## src/rtl/uart_tx_fifo.sv

```systemverilog
// Byte-wide UART transmitter with a small FIFO, 8N1 LSB-first, idle-high line.
// Define UART_TX_PARITY_EN to insert an even-parity bit (8E1 frame).
module uart_tx_fifo #(
  parameter int unsigned CLK_DIV = 434,
  parameter int unsigned FIFO_AW = 2
) (
  input  logic       clk,
  input  logic       rst_n,
  input  logic [7:0] tx_in,
  input  logic       tx_write,
  output logic       tx,
  output logic       tx_busy,
  output logic       fifo_full,
  output logic       overflow
);
  localparam int unsigned       DEPTH    = 1 << FIFO_AW;
  localparam logic [15:0]       BIT_LOAD = 16'(CLK_DIV - 1);
  localparam logic [FIFO_AW:0]  FULL_CNT = (FIFO_AW + 1)'(DEPTH);

`ifdef UART_TX_PARITY_EN
  typedef enum logic [2:0] {IDLE, START, DATA, PARITY, STOP} state_e;
`else
  typedef enum logic [1:0] {IDLE, START, DATA, STOP} state_e;
`endif

  state_e               state_q, state_d;
  logic                 wr_q;
  logic [7:0]           mem [DEPTH];
  logic [FIFO_AW-1:0]   wptr_q, rptr_q;
  logic [FIFO_AW:0]     count_q;
  logic                 overflow_q;
  logic [15:0]          timer_q, timer_d;
  logic [2:0]           bitcnt_q, bitcnt_d;
  logic [7:0]           shift_q, shift_d;
  logic                 tx_q, tx_d;
  logic                 push, push_ok, pop;
  logic [7:0]           head;
`ifdef UART_TX_PARITY_EN
  logic                 par_q, par_d;
`endif

  assign push      = tx_write & ~wr_q;
  assign fifo_full = (count_q == FULL_CNT);
  // Full is judged on the registered count, so a same-cycle pop cannot admit a push.
  assign push_ok   = push & ~fifo_full;
  assign head      = mem[rptr_q];

  always_ff @(posedge clk or negedge rst_n) begin
    if (!rst_n) begin
      wr_q       <= 1'b0;
      wptr_q     <= '0;
      rptr_q     <= '0;
      count_q    <= '0;
      overflow_q <= 1'b0;
    end else begin
      wr_q <= tx_write;
      if (push_ok)           wptr_q     <= wptr_q + 1'b1;
      if (pop)               rptr_q     <= rptr_q + 1'b1;
      if (push && fifo_full) overflow_q <= 1'b1;
      case ({push_ok, pop})
        2'b10:   count_q <= count_q + 1'b1;
        2'b01:   count_q <= count_q - 1'b1;
        default: count_q <= count_q;
      endcase
    end
  end

  always_ff @(posedge clk) begin
    if (push_ok) mem[wptr_q] <= tx_in;
  end

  always_ff @(posedge clk or negedge rst_n) begin
    if (!rst_n) begin
      state_q  <= IDLE;
      timer_q  <= '0;
      bitcnt_q <= '0;
      shift_q  <= '0;
      tx_q     <= 1'b1;
`ifdef UART_TX_PARITY_EN
      par_q    <= 1'b0;
`endif
    end else begin
      state_q  <= state_d;
      timer_q  <= timer_d;
      bitcnt_q <= bitcnt_d;
      shift_q  <= shift_d;
      tx_q     <= tx_d;
`ifdef UART_TX_PARITY_EN
      par_q    <= par_d;
`endif
    end
  end

  always_comb begin
    state_d  = state_q;
    timer_d  = timer_q;
    bitcnt_d = bitcnt_q;
    shift_d  = shift_q;
    tx_d     = tx_q;
    pop      = 1'b0;
`ifdef UART_TX_PARITY_EN
    par_d    = par_q;
`endif
    unique case (state_q)
      IDLE: begin
        tx_d = 1'b1;
        if (count_q != '0) begin
          pop     = 1'b1;
          shift_d = head;
          state_d = START;
          timer_d = BIT_LOAD;
          tx_d    = 1'b0;
`ifdef UART_TX_PARITY_EN
          par_d   = ^head;
`endif
        end
      end
      START: begin
        if (timer_q == '0) begin
          state_d  = DATA;
          timer_d  = BIT_LOAD;
          bitcnt_d = '0;
          tx_d     = shift_q[0];
        end else begin
          timer_d = timer_q - 1'b1;
        end
      end
      DATA: begin
        if (timer_q == '0) begin
          timer_d = BIT_LOAD;
          if (bitcnt_q == 3'd7) begin
`ifdef UART_TX_PARITY_EN
            state_d = PARITY;
            tx_d    = par_q;
`else
            state_d = STOP;
            tx_d    = 1'b1;
`endif
          end else begin
            bitcnt_d = bitcnt_q + 1'b1;
            shift_d  = {1'b0, shift_q[7:1]};
            tx_d     = shift_q[1];
          end
        end else begin
          timer_d = timer_q - 1'b1;
        end
      end
`ifdef UART_TX_PARITY_EN
      PARITY: begin
        if (timer_q == '0) begin
          state_d = STOP;
          timer_d = BIT_LOAD;
          tx_d    = 1'b1;
        end else begin
          timer_d = timer_q - 1'b1;
        end
      end
`endif
      STOP: begin
        if (timer_q == '0) begin
          if (count_q != '0) begin
            pop     = 1'b1;
            shift_d = head;
            state_d = START;
            timer_d = BIT_LOAD;
            tx_d    = 1'b0;
`ifdef UART_TX_PARITY_EN
            par_d   = ^head;
`endif
          end else begin
            state_d = IDLE;
          end
        end else begin
          timer_d = timer_q - 1'b1;
        end
      end
      default: state_d = IDLE;
    endcase
  end

  assign tx       = tx_q;
  assign tx_busy  = (state_q != IDLE) | (count_q != '0);
  assign overflow = overflow_q;

endmodule

```

## config.mk

```make
export PLATFORM = sky130hd
export DESIGN_NAME = uart_tx_fifo
export DESIGN_NICKNAME = d
export VERILOG_FILES = /design/src/rtl/uart_tx_fifo.sv
export SDC_FILE = /design/constraint.sdc
export NUM_CORES = 1
export LEC_CHECK = 0
export CAP_MARGIN = 20
export CORE_MARGIN = 2
export CORE_UTILIZATION = 68
export DETAILED_ROUTE_END_ITERATION = 16
export DONT_BUFFER_PORTS = 1
export PLACE_DENSITY = 0.81
export SLEW_MARGIN = 20
export SYNTH_ARGS = -nofsm -noshare
export SYNTH_HDL_FRONTEND = slang
export SYNTH_SLANG_ARGS = --single-unit
```

## constraint.sdc

```tcl
create_clock -name clk -period 6.5 [get_ports clk]
set_clock_uncertainty 0.1 [all_clocks]
set_input_delay 0.975 -clock clk [delete_from_list [all_inputs] [get_ports clk]]
set_output_delay 0.975 -clock clk [all_outputs]
set_load 0.02 [all_outputs]
```

# After elaboration in Yosys (flattened, before gate mapping)
# Memory sizes are Yosys's and may differ from the RTL's.
# Cells that the tools add are included.
# Widths: inputs -> output; s select.
# classes
n_addsub,6
n_mul,0
div,0
magnitude_cmp,0
n_eq_ne,14
n_shift,0
muxes,33
bitwise,5
reduce_logical,13
# op_table
cell,count
$mux 16,3
$pmux 16 s3,1
$mux 8,4
$pmux 8 s3,1
$logic_not 16->1,1
$sub 16x1->16 const B,1
$ne 2x2->1 const B,7
$pmux 3 s2,2
$reduce_and 4->1,3
$mux 1,11
$mux 2,5
$mux 3,3
$pmux 2 s4,1
$add 3x1->3 const B,2
$eq 2x2->1 const B,3
$eq 3x3->1 const B,2
$reduce_bool 2->1,3
$reduce_bool 3->1,2
$reduce_and 5->1,1
$add 2x1->2 const B,2
$eq 2x1->1 const B,2
$pmux 1 s4,1
$sub 3x1->3 const B,1
$and 1x1->1,2
other kinds (6),7
# totals
reg_bits,39
latchBits,0
ram_bits,32
romBits,0
input_bits,11
output_inout_bits,4
wordCells,82
mem_count,1
# mem_list
name,depth,width,read_ports,rd_ports_with_merged_regs,write_ports,line_no,rtl
mem,4,8,1,0,1,28,logic [7:0] mem [DEPTH];

# Depth between registers and ports, before layout
# Gate-level depths: netlist (run 1).
# depth
depth_word,6
mapped_depth,13
depth_no_buf,12

# Worst setup path before layout (run 1)
# OpenSTA, ideal clock, no wires.
# synth_path
path_type,register to register
start,register timer_q[0]
end,register count_q[2]
setup_time_ps,79
t_arrival_ps,2911
required_ps,6321
path_slack_ps,3410
stages_incl_launch_ff,14
path_buffers,1
synth_period_minus_slack_ps,3090
cell_sequence,dfrtp_1 inv_1 ha_1 or4b_4 buf_6 nor4_4 a21oi_1 nor3_2 ha_1 inv_1 fa_1 xor2_1 nor2_1 xor2_1
# synth_between
elab_chain_len,5
word_cells_on_any_way,7
cone_classes,2 x eq/ne; 3 x mux; 2 x reduce/logical
# synth_lines
item,line_no,rtl
start: declaration,32,"logic [15:0] timer_q, timer_d;"
start signal: assignment,84,timer_q <= timer_d;
$logic_not 16->1 *,160,if (timer_q == '0) begin
$mux 1 *,160,
$pmux 1 s2 *,104,unique case (state_q)
net pop,36,"logic push, push_ok, pop;"
$eq 2x1->1 / $eq 2x2->1 (equally long branches),60,"case ({push_ok, pop})"
$pmux 3 s2 / $reduce_bool 2->1 (equally long branches),n/a,
end signal: assignment,61,2'b10: count_q <= count_q + 1'b1;
end signal: assignment,62,2'b01: count_q <= count_q - 1'b1;
end signal: assignment,63,default: count_q <= count_q;
end: declaration,30,logic [FIFO_AW:0] count_q;
# Mark *: on every way through the listed nets, which the timed path passes. The rest lies on a longest branch.
# A chain may end at the register's enable or synchronous reset.

# Final worst setup path (run 1)
# Same ends and word-level chain as after synthesis.

==> reports/summary.md, run 1 <==
For this run, the top clock speed supported by timing is 272 MHz. Max-capacitance violation count: 0. The via density per instance came out at 6.16. Entering global routing, the biggest net connects 40 pins. After clock tree synthesis, the clock-pin slew on the worst setup and hold paths is 80 ps. The post-synthesis xor/xnor area fraction was 0.0150; the complex-gate fraction of the synthesized area was 0.108. Hold violation total from the final report: 0. The die area came out at 0.00575 mm2. Including well taps, the total number of placed cells is 336.

Detail-routed net length per standard cell: 17.2 um. Summed over all failing endpoints, the final setup total negative slack is 0 ps. The arrival time of the worst setup path was 3850 ps; the count of pins over their slew limit was 0. Yosys printed 0 warnings. Among cell families on the critical path, the largest total delay comes from simple AND/OR/NAND/NOR gates. For this design the ratio of total power to cell area is 499 mW/mm2. Once detail routing completed, the nets flagged for antenna violations numbered 0. Data on the critical path is required at its endpoint by 6670 ps. TritonCTS built the clock tree. Yosys mapped the design onto 55 distinct sky130hd cell types.

Synthesis produced a netlist with a net count of 303. For this run, the leading register cell type out of synthesis is dfrtp_1. In this run, the number of DRC markers left after iteration 0 of detailed routing was 172. The H-tree generated during clock tree synthesis spans 3 levels. For the number of antenna violations at the first check in global routing, the log shows 0. The proportion of layout cells with a drive suffix above 1 was 0.184; the number of enable-type register cells in the synthesized netlist was 32. The area fraction in and, or, nand and nor cells after synthesis is 0.132, and the ratio of final minimum period to clock period is 0.566. The adder-cell share of the synthesized area was 0.0521.

The count of hold buffers inserted by post-cts repair is 0. Hold is met by 211 ps. The I/O pin total is 15, and the number of detailed-route iterations in the first pass is 5. Global routing finished with a remaining overflow of 0. The repair_antennas step left the layout with diodes totalling 0. Routed wire length: 6060 um. Floorplan core area: 0.00504 mm2.

The area share of the largest cell type after synthesis came out at 0.274. Source-to-sink clock delay at the later pin of the worst-skew pair: 350 ps. The worst setup path is launched from a register. The logs give 26 for the cell row count and 4280 um for the HPWL after detailed placement. Along the worst path, the maximum fanout reaches 14.

After detailed routing, the number of remaining DRC violations is 0. Together, buffers and inverters on the worst path number 2. In this run the vertical extent of the chip is 75.8 um. The number of clock sinks came out at 71.

By area the synthesized netlist is led by edfxtp_1 27%, dfrtp_1 27%, mux4_2 5.1%, ha_1 4.6%, mux2_4 3.0%. CTS placed an instance of clkbuf_8 at the clock tree root. The longest clock path from root to sink contains 2 buffers. The initial core utilization came out at 0.696.

Traced cell by cell, the critical path runs through inv_1, ha_1, or4b_4, nor4_4, a21oi_1, nor3_2, ha_1, inv_1, fa_1, xor2_1, nor2_1, xor2_1. The routed layout has 2168 vias. The tools report the via count of the first global-routing pass as 2078.

The share of the yosys chip area belonging to registers came out at 0.552. Once the clock tree was built, the setup fixing pass inserted 0 buffers. Synthesis produced 278 cells. The post-route core utilization is 0.738.

In this run the tool buffered the top-level ports with 0 buffer cells. On the worst path, the slowest cell contributes a delay of 680 ps. The worst hold path belongs to the class in -> async. VDD sags by at most 0.339 mV. The run finished with clean final reports.

Setup repair after global routing left no endpoint under its margin. The growth of design area from synthesis to finish is 6.10%. Kind of critical path: reg -> reg. The leakage power of the design is 1.48 nW. The slowest stage of the critical path belongs to the cell nor4_4. By area, the combinational part of the netlist is dominated by simple AND/OR/NAND/NOR gates. The worst-case headroom to the max-slew limit was 0.523. The total global routing track utilization was 0.248; the number of failing setup endpoints in the final timing report was 0. The final layout contains 302 nets. After filler insertion, the fill cell instance count of the layout stands at 327. Measured along the x axis, the die boundary spans 75.8 um. The first global-routing pass estimated 10200 um of wire. The design draws 0.00186 W. The transition at the pin with the smallest max-transition slack is 710 ps, and the total standard cell area after synthesis is 0.00351 mm2. The library cell with the largest summed area after synthesis is edfxtp_1. The worst setup path is captured at a register. The multiplexer fraction of the synthesized cell area was 0.110; the number of gates resized after cts was 0. The minimum period implied by the final worst setup slack works out to 3680 ps. The synthesized area per cell was 12.6 um2. The number of clock buffers added by TritonCTS is 9. Routability-driven placement finished with a final weighted congestion of 0.877. The number of synthesized register bits is 71.

The tools report the final cell count without fillers as 352. The async set-or-reset flop fraction in the synthesized netlist was 0.549.
==> area by class of cell <==
class / count / area [um2] / share of cell area
flip-flops and latches: 71 / 1940 / 0.521
multi-input cells: 183 / 1460 / 0.393
clock buffers: 9 / 124 / 0.0333
well taps: 70 / 87.6 / 0.0235
clock inverters: 7 / 61.3 / 0.0165
inverters: 11 / 41.3 / 0.0111
repair buffers: 1 / 7.51 / 0.00202
==> logic make-up after synthesis <==
| kind of cell | Yosys count |
|---|---|
| fa+ha+maj | 14 |
| compound gates | 60 |
| buf+inv | 24 |
| mux | 24 |
| simple gates | 79 |
| xor+xnor | 6 |
| flops | 71 |
==> synth_stat cells (2+ instances only) <==
| library cell | count |
|---|---|
| buf_6 | 2 |
| nand4_1 | 2 |
| nor2_1 | 16 |
| clkbuf_1 | 8 |
| edfxtp_1 | 32 |
| o21ai_0 | 16 |
| inv_1 | 11 |
| a21o_1 | 4 |
| nand3_1 | 3 |
| nand2_1 | 16 |
| mux4_2 | 8 |
| or2_2 | 2 |
| nor3_1 | 8 |
| mux2_4 | 7 |
| mux2_2 | 9 |
| and2_1 | 5 |
| a22oi_1 | 2 |
| a21oi_1 | 15 |
| or4_1 | 2 |
| nor4_1 | 3 |
| nand3b_1 | 2 |
| ha_1 | 13 |
| a211oi_1 | 4 |
| and3_1 | 3 |
| o22a_1 | 3 |
| a31oi_1 | 4 |
| xor2_1 | 4 |
| buf_2 | 2 |
| dfrtp_1 | 38 |
| xnor2_1 | 2 |
| or3_1 | 5 |
| a22o_1 | 2 |
| nor2b_1 | 3 |
==> report_power, final <==
part / internal (W) / switching [W]
Clock: 0.000146 / 0.000185
Combinational: 0.000384 / 0.000437
Sequential: 0.000593 / 0.000112
Total: 0.00112 / 0.000734
==> per-layer routing <==
layer,GRT usage,part of all wire,up-vias
met5,0,0,-
met4,0.0877,0.011,0
met3,0.0701,0.047,8
met2,0.393,0.49,46
met1,0.333,0.45,1074
li1,-,-,1040
==> worst reg2reg max path: cells and delay by family, from the launching register on <==
family	cells	cell delay (ps)
AOI/OAI and AO/OA	1	230
xor gates and xnor gates	2	330
adders and majority gates	3	810
buffers and inverters	2	150
DFF	1	410
and+or+nand+nor	4	1560
==> cells in the final DEF, fill, tap and decap left out, types with 2 or more instances in the layout <==
cell | Yosys | routed
inv_6 | 0 | 3
a21o_1 | 4 | 4
clkinvlp_4 | 0 | 2
a31oi_1 | 4 | 4
clkbuf_8 | 0 | 9
mux2_4 | 7 | 7
nor2b_1 | 3 | 3
xor2_1 | 4 | 4
xnor2_1 | 2 | 2
edfxtp_1 | 32 | 32
nor4_1 | 3 | 3
o21ai_0 | 16 | 16
or2_2 | 2 | 2
inv_1 | 11 | 11
nand2_1 | 16 | 16
mux4_2 | 8 | 8
a211oi_1 | 4 | 4
and2_1 | 5 | 5
nor2_1 | 16 | 16
nand4_1 | 2 | 2
a21oi_1 | 15 | 15
nor3_1 | 8 | 8
dfrtp_1 | 38 | 38
and3_1 | 3 | 3
ha_1 | 13 | 13
nand3b_1 | 2 | 2
a22oi_1 | 2 | 2
a22o_1 | 2 | 2
mux2_2 | 9 | 9
o22a_1 | 3 | 3
or4_1 | 2 | 2
nand3_1 | 3 | 3
or3_1 | 5 | 5
==> sequential cells by signal, indices dropped and copies added, names as in the netlist <==
name / count
mem: 32
state_q: 2
tx: 1
overflow: 1
timer_q: 16
count_q: 3
shift_q: 8
rptr_q: 2
wr_q: 1
bitcnt_q: 3
wptr_q: 2
==> stage by stage <==
step / area [um2] / setup slack, ps
floorplan: 3510 / 3410
global placement: 3540 / 2960
detailed placement: 3540 / 2870
CTS: 3720 / 2820
global route: 3720 / 2540
finish: 3720 / 2820
==> worst paths after layout <==
check	from	end	slack, ps	cells after the start
max	timer_q[0]$_DFF_PN0_	count_q[2]$_DFFE_PN0P_	2820	12
min	rst_n	timer_q[12]$_DFF_PN0_	210	0
max reg2reg	timer_q[0]$_DFF_PN0_	count_q[2]$_DFFE_PN0P_	2820	12
min reg2reg	bitcnt_q[0]$_DFFE_PN0P_	bitcnt_q[0]$_DFFE_PN0P_	410	1
max in group asynchronous	rst_n	tx$_DFFE_PN1P_	5910	0
min in group clk	bitcnt_q[0]$_DFFE_PN0P_	bitcnt_q[0]$_DFFE_PN0P_	410	1
Power figures use the tool's default switching activity.
==> inputs of run 2 (changes only) <==
--- a/config.mk
+++ b/config.mk
@@ -7,10 +7,10 @@
 export LEC_CHECK = 0
 export CAP_MARGIN = 20
 export CORE_MARGIN = 2
-export CORE_UTILIZATION = 68
+export CORE_UTILIZATION = 63
 export DETAILED_ROUTE_END_ITERATION = 16
 export DONT_BUFFER_PORTS = 1
-export PLACE_DENSITY = 0.81
+export PLACE_DENSITY = 0.76
 export SLEW_MARGIN = 20
 export SYNTH_ARGS = -nofsm -noshare
 export SYNTH_HDL_FRONTEND = slang
==> constraint.sdc (replaced) <==
create_clock -name clk -period 3.7 [get_ports clk]
set_clock_uncertainty 0.1 [all_clocks]
set_input_delay 0.555 -clock clk [delete_from_list [all_inputs] [get_ports clk]]
set_output_delay 0.555 -clock clk [all_outputs]
set_load 0.02 [all_outputs]
==> reports/summary.md, run 2 (synthesized netlist as in run 1, its figures left out) <==
The flow ran to the end, and the final reports show no timing, DRC or antenna violations. Transition at the pin with the smallest max-transition slack: 601 ps (-109 ps). The library cell used most frequently in the layout, excluding fill and tap cells, is dfrtp_1. The logs give 125 ps (-86.1 ps) for the final hold slack and 0 (unchanged) for the number of failing setup endpoints in the final timing report. Clock root buffer: clkbuf_8. The leakage power of the design is 1.50 nW (+1.4%). The run gives 0 (unchanged) as the antenna cell count. TritonCTS built the clock tree. The class of the tightest hold or removal check is in -> reg. Post-detailed-route DRC marker count: 0 (unchanged). The number of buffers created by CTS was 9 (unchanged).

The tools report the maximum level of the CTS H-tree as 3 (unchanged). The routed wire length is 6260 um (+3.3%), and the max-capacitance violation count is 0 (unchanged). The final cell count without fillers was 357 (+1.4%); the via density per instance was 6.20 (+0.65%). The minimum period implied by the final worst setup slack came out at 3200 ps (-479 ps). Arrival time of the worst setup path: 3370 ps (-480 ps). The tools report the hold violation total from the final report as 0 (unchanged). The detail-routed net length per standard cell came out at 17.5 um (+1.8%). For the peak supply drop, the log shows 0.572 mV (+69%). Number of clock sinks: 71 (unchanged). The peak per-stage delay on the critical path works out to 570 ps (-110 ps).

The total setup buffers inserted after CTS came out at 0 (unchanged). The starting DRC count in detailed routing is 167 (-2.9%), and the maximum buffer depth of the clock tree is 2 (unchanged). The clock transition at the registers of the reported paths works out to 80 ps (about the same).

The tools report the pin count of the biggest net entering global routing as 40 (unchanged). The final weighted congestion in routability-driven placement was 0.877 (about the same); the initial core utilization was 0.645 (-0.0507). The total power per unit cell area came out at 875 mW/mm2 (+75%).

Largest register by flop count: mem. The ratio of final minimum period to clock period is 0.864 (+0.299), and the die area is 0.00618 mm2 (+7.5%). The run gives 15 (unchanged) as the I/O pin total.

The proportion of layout cells with a drive suffix above 1 works out to 0.189 (+0.00508). The horizontal die dimension works out to 78.6 um (+3.7%). The height of the die is 78.6 um (+3.7%), and the remaining global-route overflow is 0 (unchanged). The HPWL after detailed placement is 4280 um (+0.16%), and the peak clock frequency supported by timing is 313 MHz (+15%).

The run gives 0.600 (+0.0762) as the worst-case headroom to the max-slew limit. The run gives 0.229 (-0.0189) as the total global routing track utilization. The post-route core utilization came out at 0.692 (-0.0460). The run gives 0 ps (unchanged) as the final total negative setup slack.

The net count of the finished layout was 305 (+0.99%); the via count was 2213 (+2.1%). For the worst slack after detailed placement, the log shows 522 ps (-2350 ps). In the layout the commonest cells are 38 x dfrtp_1, 32 x edfxtp_1, 16 x nor2_1, 16 x o21ai_0, 16 x nand2_1. The run gives 0.00544 mm2 (+7.9%) as the floorplan core area. The port buffer count came out at 0 (unchanged). The master of the slowest instance on the critical path was or4b_4. The growth of design area from synthesis to finish is 7.31%. The number of nets with antenna violations after routing is 0 (unchanged).

The number of flip-flops in the largest register was 32 (unchanged). Endpoint kind of the worst setup timing path: a register. The critical path startpoint category was a register.

The largest fanout of any net on the critical path was 9 (-5); the count of pins over their slew limit was 0 (unchanged). The largest registers in the layout are mem: 32 flops, timer_q: 16 flops, shift_q: 8 flops. The source-to-sink clock delay at the later pin of the worst-skew pair was 360 ps (about the same). The tools report the via count of the first global-routing pass as 2231 (+7.4%).

The instance count after placement with tap cells included was 339 (+0.89%); the number of detailed-route iterations in the first pass was 4 (-1). The number of antenna violations at the first check in global routing was 0 (unchanged); the global-route wire length before repair was 10700 um (+4.7%). The data required time of the critical path was 3880 ps (-2790 ps). Traced cell by cell, the critical path runs through inv_1, ha_1, or4b_4, nor4_4, a21oi_1, nor3_2, ha_1, inv_1, fa_1, xor2_1, nor2_1, xor2_1. The worst setup path is of the reg -> reg kind. The final worst slack came out at 503 ps (-2320 ps).

Setup repair after global routing left no endpoint under its margin. Cell row count: 27 (+3.8%).
-- run 2: routing by layer --
layer  global-route usage  up-vias  part of all wire
met2                0.361       58              0.49
met3               0.0552       13             0.048
li1                     -     1046                 -
met4                0.109        0             0.017
met5                    0        -                 0
met1                0.303     1096              0.44
-- run 2: where the power goes --
| part | switching (W) | internal [W] | leakage (nW) | total (W) |
|---|---|---|---|---|
| clock network | 0.000336 | 0.000258 | 0.0903 | 0.000594 |
| logic | 0.000783 | 0.000678 | 0.631 | 0.00146 |
| registers | 0.000199 | 0.00104 | 0.775 | 0.00124 |
-- run 2: final timing paths --
kind                       slack [ps]  cells after the start             startpoint                     end
max                               500                     12   timer_q[0]$_DFF_PN0_  count_q[2]$_DFFE_PN0P_
min                               120                      0               tx_write          wr_q$_DFF_PN0_
max reg2reg                       500                     12   timer_q[0]$_DFF_PN0_  count_q[2]$_DFFE_PN0P_
min reg2reg                       420                      1  timer_q[12]$_DFF_PN0_   timer_q[12]$_DFF_PN0_
max in group asynchronous        2710                      2                  rst_n          tx$_DFFE_PN1P_
min in group asynchronous         540                      2                  rst_n    timer_q[8]$_DFF_PN0_
-- run 2: repair_timing --
action	in CTS	in global routing
hold buffers	2	0
resized for setup	0	0
hold endpoints to repair	39	0
-- run 2: stage by stage --
| step | area [um2] | total power [W] |
|---|---|---|
| floorplan | 3510 | 0.00243 |
| global placement | 3550 | 0.00265 |
| detailed placement | 3550 | 0.00270 |
| CTS | 3760 | 0.00330 |
| global route | 3760 | 0.00351 |
| finish | 3760 | 0.00330 |
-- run 2: critical path, delay by kind of cell (launching register included) --
| family | cells | cell delay, ps |
|---|---|---|
| simple gates | 4 | 1170 |
| fa+ha+maj | 3 | 820 |
| flops | 1 | 410 |
| xor+xnor | 2 | 340 |
| buf+inv | 2 | 150 |
| compound gates | 1 | 140 |
-- run 2: area by class of cell --
type                    instances  area [um2]
inverters                      11        41.3
multi-input cells             183        1460
fillers                       370        1670
flip-flops and latches         71        1940
clock inverters                 7        63.8
repair buffers                  4        45.0
well taps                      72        90.1
clock buffers                   9         124
